**src/rtl/salamander_nvram_upload.sv**
```systemverilog
// NVRAM upload engine: requests an HPS upload session, then serves byte reads from NVRAM.
// Optional trailing checksum byte at address DEPTH is enabled by SALAMANDER_UPLOAD_CKSUM_EN.
module salamander_nvram_upload #(
    parameter int          ADDR_W       = 11,
    parameter int          MEM_LAT      = 2,
    parameter logic [15:0] UPLOAD_INDEX = 16'h0004,
    parameter int          REQ_TIMEOUT  = 65535
) (
    input  logic              i_EMU_MCLK,
    input  logic              i_EMU_SOFTRST,
    input  logic              i_SAVE_REQ,
    output logic              o_IOCTL_UPLOAD_REQ,
    input  logic              ioctl_upload,
    input  logic [15:0]       ioctl_index,
    input  logic              ioctl_rd,
    input  logic [26:0]       ioctl_addr,
    output logic [7:0]        ioctl_din,
    output logic              ioctl_wait,
    output logic [ADDR_W-1:0] o_MEM_ADDR,
    output logic              o_MEM_RD,
    input  logic [7:0]        i_MEM_DATA,
    output logic              o_BUSY,
    output logic              o_DONE,
    output logic              o_TIMEOUT
`ifdef SALAMANDER_UPLOAD_CKSUM_EN
    ,
    output logic [7:0]        o_CKSUM
`endif
);

    localparam int          DEPTH        = 1 << ADDR_W;
    localparam logic [26:0] DEPTH_ADDR   = 27'(DEPTH);
    localparam logic [15:0] TIMEOUT_LAST = 16'(REQ_TIMEOUT - 1);
    localparam logic [2:0]  LAT_LAST     = 3'(MEM_LAT);

    typedef enum logic [2:0] {
        ST_IDLE,
        ST_REQ,
        ST_SERVE,
        ST_FETCH,
        ST_FINISH
    } state_t;

    state_t            state_reg;
    logic [15:0]       tmo_cnt_reg;
    logic [2:0]        lat_cnt_reg;
    logic              upload_req_reg;
    logic [7:0]        din_reg;
    logic              wait_reg;
    logic [ADDR_W-1:0] mem_addr_reg;
    logic              mem_rd_reg;
    logic              done_reg;
    logic              timeout_reg;
`ifdef SALAMANDER_UPLOAD_CKSUM_EN
    logic [7:0]        sum_reg;
`endif

    logic in_range;
    logic index_match;

    assign in_range    = (ioctl_addr < DEPTH_ADDR);
    assign index_match = ioctl_upload && (ioctl_index == UPLOAD_INDEX);

    always_ff @(posedge i_EMU_MCLK) begin
        if (i_EMU_SOFTRST) begin
            state_reg      <= ST_IDLE;
            tmo_cnt_reg    <= '0;
            lat_cnt_reg    <= '0;
            upload_req_reg <= 1'b0;
            din_reg        <= 8'hFF;
            wait_reg       <= 1'b0;
            mem_addr_reg   <= '0;
            mem_rd_reg     <= 1'b0;
            done_reg       <= 1'b0;
            timeout_reg    <= 1'b0;
`ifdef SALAMANDER_UPLOAD_CKSUM_EN
            sum_reg        <= 8'h00;
`endif
        end else begin
            mem_rd_reg <= 1'b0;
            done_reg   <= 1'b0;
            case (state_reg)
                ST_IDLE: begin
                    // A session cannot begin while the HPS is still mid-transfer.
                    if (i_SAVE_REQ && !ioctl_upload) begin
                        state_reg      <= ST_REQ;
                        upload_req_reg <= 1'b1;
                        timeout_reg    <= 1'b0;
                        tmo_cnt_reg    <= '0;
`ifdef SALAMANDER_UPLOAD_CKSUM_EN
                        sum_reg        <= 8'h00;
`endif
                    end
                end
                ST_REQ: begin
                    if (index_match) begin
                        state_reg      <= ST_SERVE;
                        upload_req_reg <= 1'b0;
                    end else if (tmo_cnt_reg >= TIMEOUT_LAST) begin
                        state_reg      <= ST_IDLE;
                        upload_req_reg <= 1'b0;
                        timeout_reg    <= 1'b1;
                    end else begin
                        tmo_cnt_reg <= tmo_cnt_reg + 16'd1;
                    end
                end
                ST_SERVE: begin
                    if (!ioctl_upload) begin
                        state_reg <= ST_FINISH;
                    end else if (ioctl_rd) begin
                        if (in_range) begin
                            mem_addr_reg <= ioctl_addr[ADDR_W-1:0];
                            mem_rd_reg   <= 1'b1;
                            wait_reg     <= 1'b1;
                            lat_cnt_reg  <= '0;
                            state_reg    <= ST_FETCH;
`ifdef SALAMANDER_UPLOAD_CKSUM_EN
                        end else if (ioctl_addr == DEPTH_ADDR) begin
                            din_reg <= ~sum_reg + 8'd1;
`endif
                        end else begin
                            din_reg <= 8'hFF;
                        end
                    end
                end
                ST_FETCH: begin
                    // Reads arriving here are dropped; only upload loss or data arrival matter.
                    if (!ioctl_upload) begin
                        wait_reg  <= 1'b0;
                        state_reg <= ST_FINISH;
                    end else if (lat_cnt_reg == LAT_LAST) begin
                        din_reg   <= i_MEM_DATA;
                        wait_reg  <= 1'b0;
                        state_reg <= ST_SERVE;
`ifdef SALAMANDER_UPLOAD_CKSUM_EN
                        sum_reg   <= sum_reg + i_MEM_DATA;
`endif
                    end else begin
                        lat_cnt_reg <= lat_cnt_reg + 3'd1;
                    end
                end
                ST_FINISH: begin
                    done_reg  <= 1'b1;
                    state_reg <= ST_IDLE;
                end
                default: state_reg <= ST_IDLE;
            endcase
        end
    end

    assign o_IOCTL_UPLOAD_REQ = upload_req_reg;
    assign ioctl_din          = din_reg;
    assign ioctl_wait         = wait_reg;
    assign o_MEM_ADDR         = mem_addr_reg;
    assign o_MEM_RD           = mem_rd_reg;
    assign o_BUSY             = (state_reg != ST_IDLE);
    assign o_DONE             = done_reg;
    assign o_TIMEOUT          = timeout_reg;
`ifdef SALAMANDER_UPLOAD_CKSUM_EN
    assign o_CKSUM            = sum_reg;
`endif

endmodule

```
**config.mk**
```make
export PLATFORM = sky130hd
export DESIGN_NAME = salamander_nvram_upload
export DESIGN_NICKNAME = d
export VERILOG_FILES = /design/src/rtl/salamander_nvram_upload.sv
export SDC_FILE = /design/constraint.sdc
export NUM_CORES = 1
export LEC_CHECK = 0
export BUFFER_PORTS_ARGS = -buffer_cell sky130_fd_sc_hd__buf_2
export CAP_MARGIN = 20
export CORE_MARGIN = 1
export CORE_UTILIZATION = 51
export CTS_BUF_LIST = sky130_fd_sc_hd__clkbuf_4
export DETAILED_ROUTE_END_ITERATION = 16
export GPL_TIMING_DRIVEN = 1
export PLACE_DENSITY = 0.79
export REMOVE_ABC_BUFFERS = 1
export SLEW_MARGIN = 10
export SYNTH_ARGS = -nofsm -noshare
export SYNTH_HDL_FRONTEND = slang
export SYNTH_SLANG_ARGS = --single-unit
```
**constraint.sdc**
```tcl
create_clock -name i_EMU_MCLK -period 2.6 [get_ports i_EMU_MCLK]
set_clock_uncertainty 0.2 [all_clocks]
set_input_delay 0.52 -clock i_EMU_MCLK [delete_from_list [all_inputs] [get_ports i_EMU_MCLK]]
set_output_delay 0.52 -clock i_EMU_MCLK [all_outputs]
set_load 0.02 [all_outputs]
```
# == After elaboration in Yosys (flattened, before gate mapping) ==
# Cells that the tools add are included.
# classes
add_sub_neg,2
n_mul,0
n_div,0
magnitude_cmp,2
n_eq_ne,21
shifts,0
n_mux,41
n_bitwise,3
n_reduce_logical,16
# ops
operator,count
2-to-1 mux 16 bit,3
2-to-1 mux 8 bit,5
2-to-1 mux 3 bit,13
one-hot mux 16 bit (2 select lines),1
"less-than comparator 27 x 12 -> 1 bit, second input constant",1
"!= test 2 bit, second input constant",11
"adder 16 x 1 -> 16 bit, second input constant",1
"== test 16 x 3 -> 1 bit, second input constant",1
">= comparator 16 bit, second input constant",1
one-hot mux 8 bit (2 select lines),1
2-to-1 mux 1 bit,13
"!= test 3 bit, second input constant",4
one-hot mux 3 bit (4 select lines),1
AND reduction 4 bit,3
AND reduction 6 bit,2
AND reduction 5 bit,2
"== test 3 x 2 -> 1 bit, second input constant",3
one-hot mux 1 bit (2 select lines),3
one-hot mux 3 bit (2 select lines),1
nonzero test 2 bit,2
OR reduction 4 bit,1
"adder 3 x 1 -> 3 bit, second input constant",1
"== test 3 x 1 -> 1 bit, second input constant",1
"== test 3 bit, second input constant",1
6 further kinds,9
# totals
ff_bits,46
latch_bits,0
ramBits,0
mem_bits_ro,0
inputBits,56
output_inout_bits,25
elab_cells,95
memories,0

# == Depth between registers and ports, before layout ==
# depth
ltp_word,5
depth_mapped,8

# == Least setup slack after synthesis ==
# OpenSTA, ideal clock, no wires.
# synth_timing
kind,in2reg
startpoint,in ioctl_index[0]
endpoint,reg tmo_cnt_reg[15]
arrival_time_ns,1.900
required_ns,2.286
slack_ns,0.386
path_stages,7
n_path_buf,2
path_cell_list,or4b_4 -> nor3b_4 -> a32o_2 -> buf_6 -> buf_12 -> nor4_1 -> a21o_1
# synth_between
elab_chain_len,4
# synth_lines
item,line,rtl
start: declaration,14,"input logic [15:0] ioctl_index,"
== test 16 x 3 -> 1 bit,62,assign index_match = ioctl_upload && (ioctl_index == UPLOAD_INDEX);
logical AND 1 bit,62,
!= test 2 bit (no line),--,
AND reduction 4 bit (no line),--,
end signal: assignment,104,tmo_cnt_reg <= tmo_cnt_reg + 16'd1;
end: declaration,45,logic [15:0] tmo_cnt_reg;
# Every way passes these cells.
# A chain may end at the register's enable or synchronous reset.

# == Final worst setup path ==
# layout_timing
startpoint,reg tmo_cnt_reg[0]
endpoint,reg tmo_cnt_reg[2]
# layout_between
elab_chain_len,4
# layout_lines
item,line,rtl
adder 16 x 1 -> 16 bit,104,
2-to-1 mux 16 bit,99,end else if (tmo_cnt_reg >= TIMEOUT_LAST) begin
2-to-1 mux 16 bit,96,if (index_match) begin
one-hot mux 16 bit (2 select lines),82,case (state_reg)
# Parallel ways exist; a longest one is shown, timed or not. The select of a mux whose other input is x is not followed.

==> results.toml <==
[status]
run_status = "complete, no violations"

[placed_design]
gp_congestion = 0.7784
dpl.cell_count = 378
port-buffer-count = 80
detailed_place_hpwl_mm = 3.738
placement_stage_worst_setup_slack_ps = 234.9
placedInstanceArea_sq_um = 2675

[critical_path]
timing.critical_path.fanout_max = 29
worst_ep_arrival_time_ps = 2330
timing.setup.critical_path_class = "reg -> reg"
path_delay_family = "compound AO/OA/AOI/OAI gates"
critical-path-max-stage-delay_ps = 440
critPathLaunchType = "register"
timing.critical_path.slowest_stage_cell = "sky130_fd_sc_hd__or3_2"
cp_data_required_time_ps = 2710
crit_chain = "inv_1 > ha_1 > o2111a_1 > a32o_2 > buf_12 > or3_2 > a21oi_1"
timing.critical_path.to_type = "register"
crit_buf_inv = 2

[clocking]
cts.path.max_buffers = 2
ctsHtreeMaxLevel = 2
clk_pin_slew_ps = 150
post_cts_repair_resize_count = 0
tritoncts = "built"
cts_setup_buffers = 0
insertion_delay_ps = 370
cts_hold_repair.buffers = 0
tritoncts_num_sinks = 46
clockRootBuffer = "sky130_fd_sc_hd__clkbuf_4"
numCtsBuffers = 5

[floorplan]
chipWidth_um = 67.81
design.die.area_sq_um = 4598
io_pins = 81
rows = 23
placeableCoreArea_sq_um = 4086
die_h_um = 67.81
initial_utilization_pct = 54.04

[sta]
final_max_slew_viol_count = 0
worst_pin_slew_ps = 543.0
final_cycle_utilization_of_the_critical_path_pct = 85.48
post-route-min-period_ps = 2222
rsz0062_at_grt = "false"
timing.max_slew.rel_slack_pct = 63.42
clock.fmax_mhz = 449.9
setup_viol = 0
post-route-worst-setup-slack_ps = 377.5
final-hold-violation-count = 0

[route]
firstDrtPassIters = 4
ant_nets = 0
routed_wl_mm = 5.082
post-route-drc-count = 0
vias_per_cell = 5.516
vias = 2129
initialDrtViolationCount = 165
drt-wirelength-per-cell_um = 13.17

[power]
power.ir.vdd_worst_mv = 0.4116
pwr_density_cell_nw_per_um2 = 433.2
report.power.total_w = 0.001186
cellLeakagePower_nw = 1.180

[global_routing]
grt_start_max_net_pins = 30
first_global_vias = 1821
grt_pass1_wl_mm = 7.928
grt_overflow_total = 0
grt_antenna_before_repair = 0
grt.total_usage_pct = 22.90

[final_layout]
post_route_cells_drive_above_1_share_pct = 33.04
largest_reg_flops = 16
stdcell_area_sq_um = 2738
nNetsFinal = 395
final-instance-count-excl-fill = 386
finish.utilization_pct = 66.99
diodes = 0
synthToLayoutAreaGrowth_pct = 23.97

[run]
maxCapViolations = 0

[yosys]
postSynthAreaPerCell_sq_um = 8.763
yosys_register_bits = 46
synthesis.area_sq_um = 2208
netlist_instances = 252
yosys.cell_types.count = 46
yosysWarningCount = 0
synth_sequential_area_ratio_pct = 41.70

[min_path]
hp-class = "in -> reg"
## logic make-up (layout without fill, tap and decap cells)
family	after synthesis	count (layout)	synth area share, %
and+or+nand+nor	118	118	28.50
AOI/OAI and AO/OA	50	50	15.07
DFF	46	46	41.70
muxes	19	19	8.612
buffers and inverters	15	99	3.853
adders and majority gates	4	4	2.266
## cell usage in the layout, fill, tap and decap left out, drive strengths merged, types with 2 or more instances in the layout
master  netlist  routed
ha            4       4
nor2b         2       2
nand2b        2       2
and4          2       2
and3          5       5
nor4          7       7
nand4         8       8
inv           3       4
a21oi        20      20
or2           3       3
nor3          7       7
o21ai        16      16
clkbuf        8       5
nor2         36      36
or3          13      13
nand2        14      14
mux2i        19      19
a311oi        5       5
a211oi        2       2
dfxtp        46      46
nand3        11      11
buf           4      88
and2          2       2
nor3b         2       2
## worst paths after layout
path                               startpoint                           to  slack (ps)  cells past startpoint
setup / recovery  tmo_cnt_reg[0]$_SDFFE_PP0P_  tmo_cnt_reg[2]$_SDFFE_PP0P_         380                      7
hold / removal                  ioctl_addr[3]   o_MEM_ADDR[3]$_SDFFE_PP0P_         170                      3
setup reg to reg  tmo_cnt_reg[0]$_SDFFE_PP0P_  tmo_cnt_reg[2]$_SDFFE_PP0P_         380                      7
hold reg to reg     state_reg[1]$_SDFFE_PP0P_            o_DONE$_SDFF_PP0_         260                      1
## synth_stat cells, drive strengths merged
cell | n | area [sq um]
dfxtp | 46 | 920.9
nor2 | 36 | 137.6
a21oi | 20 | 103.9
mux2i | 19 | 190.2
o21ai | 16 | 83.83
nand2 | 14 | 52.55
or3 | 13 | 86.33
nand3 | 11 | 55.05
clkbuf | 8 | 31.28
nand4 | 8 | 50.05
nor3 | 7 | 35.03
nor4 | 7 | 43.79
a311oi | 5 | 43.79
and3 | 5 | 31.28
buf | 4 | 42.54
ha | 4 | 50.05
inv | 3 | 11.26
or2 | 3 | 18.77
a211oi | 2 | 20.02
and2 | 2 | 12.51
and4 | 2 | 17.52
nand2b | 2 | 12.51
nor2b | 2 | 12.51
nor3b | 2 | 26.28
a2111oi | 1 | 27.53
a21o | 1 | 7.510
a31oi | 1 | 6.260
a32o | 1 | 11.26
a32oi | 1 | 8.760
a41oi | 1 | 8.760
and2b | 1 | 7.510
nand3b | 1 | 7.510
nor4b | 1 | 8.760
o2111a | 1 | 11.26
or4b | 1 | 13.76
## worst min-delay path, stage by stage
cell	delay (ps)
sky130_fd_sc_hd__buf_2	70
sky130_fd_sc_hd__mux2i_1	50
sky130_fd_sc_hd__nor2_1	70
## cell type report
class | instances | area, sq um
fill | 347 | 1349
multi-input combinational | 191 | 1207
sequential | 46 | 920.9
timing repair buffer | 88 | 473.0
tap | 50 | 62.56
clock buffer | 5 | 37.54
clock inverter | 3 | 25.02
inverter | 3 | 11.26
## through the flow
| stage | TNS, ps | hold slack, ps |
|---|---|---|
| 3_3_place_gp | 0 | 248.8 |
| 2_1_floorplan | -2840 | 226.7 |
| 5_1_grt | 0 | 159.2 |
| 4_1_cts | 0 | 157.7 |
| 3_5_place_dp | 0 | 258.6 |
| 6_report | 0 | 169.2 |
## power breakdown
part	internal [W]	switching [W]	leakage, nW
sequential	0.000710	0.00000421	0.371
combinational	0.0000531	0.0000583	0.776
clock	0.000111	0.000250	0.0318
## per-layer routing
metal	global-route usage (%)	up-vias	wire length (um)
li1	-	1087	-
met1	28.85	979	2271
met2	37.62	56	2465
met3	5.236	7	295
met4	8.854	0	48
met5	0	-	0
(Power assumes the default switching activity.)
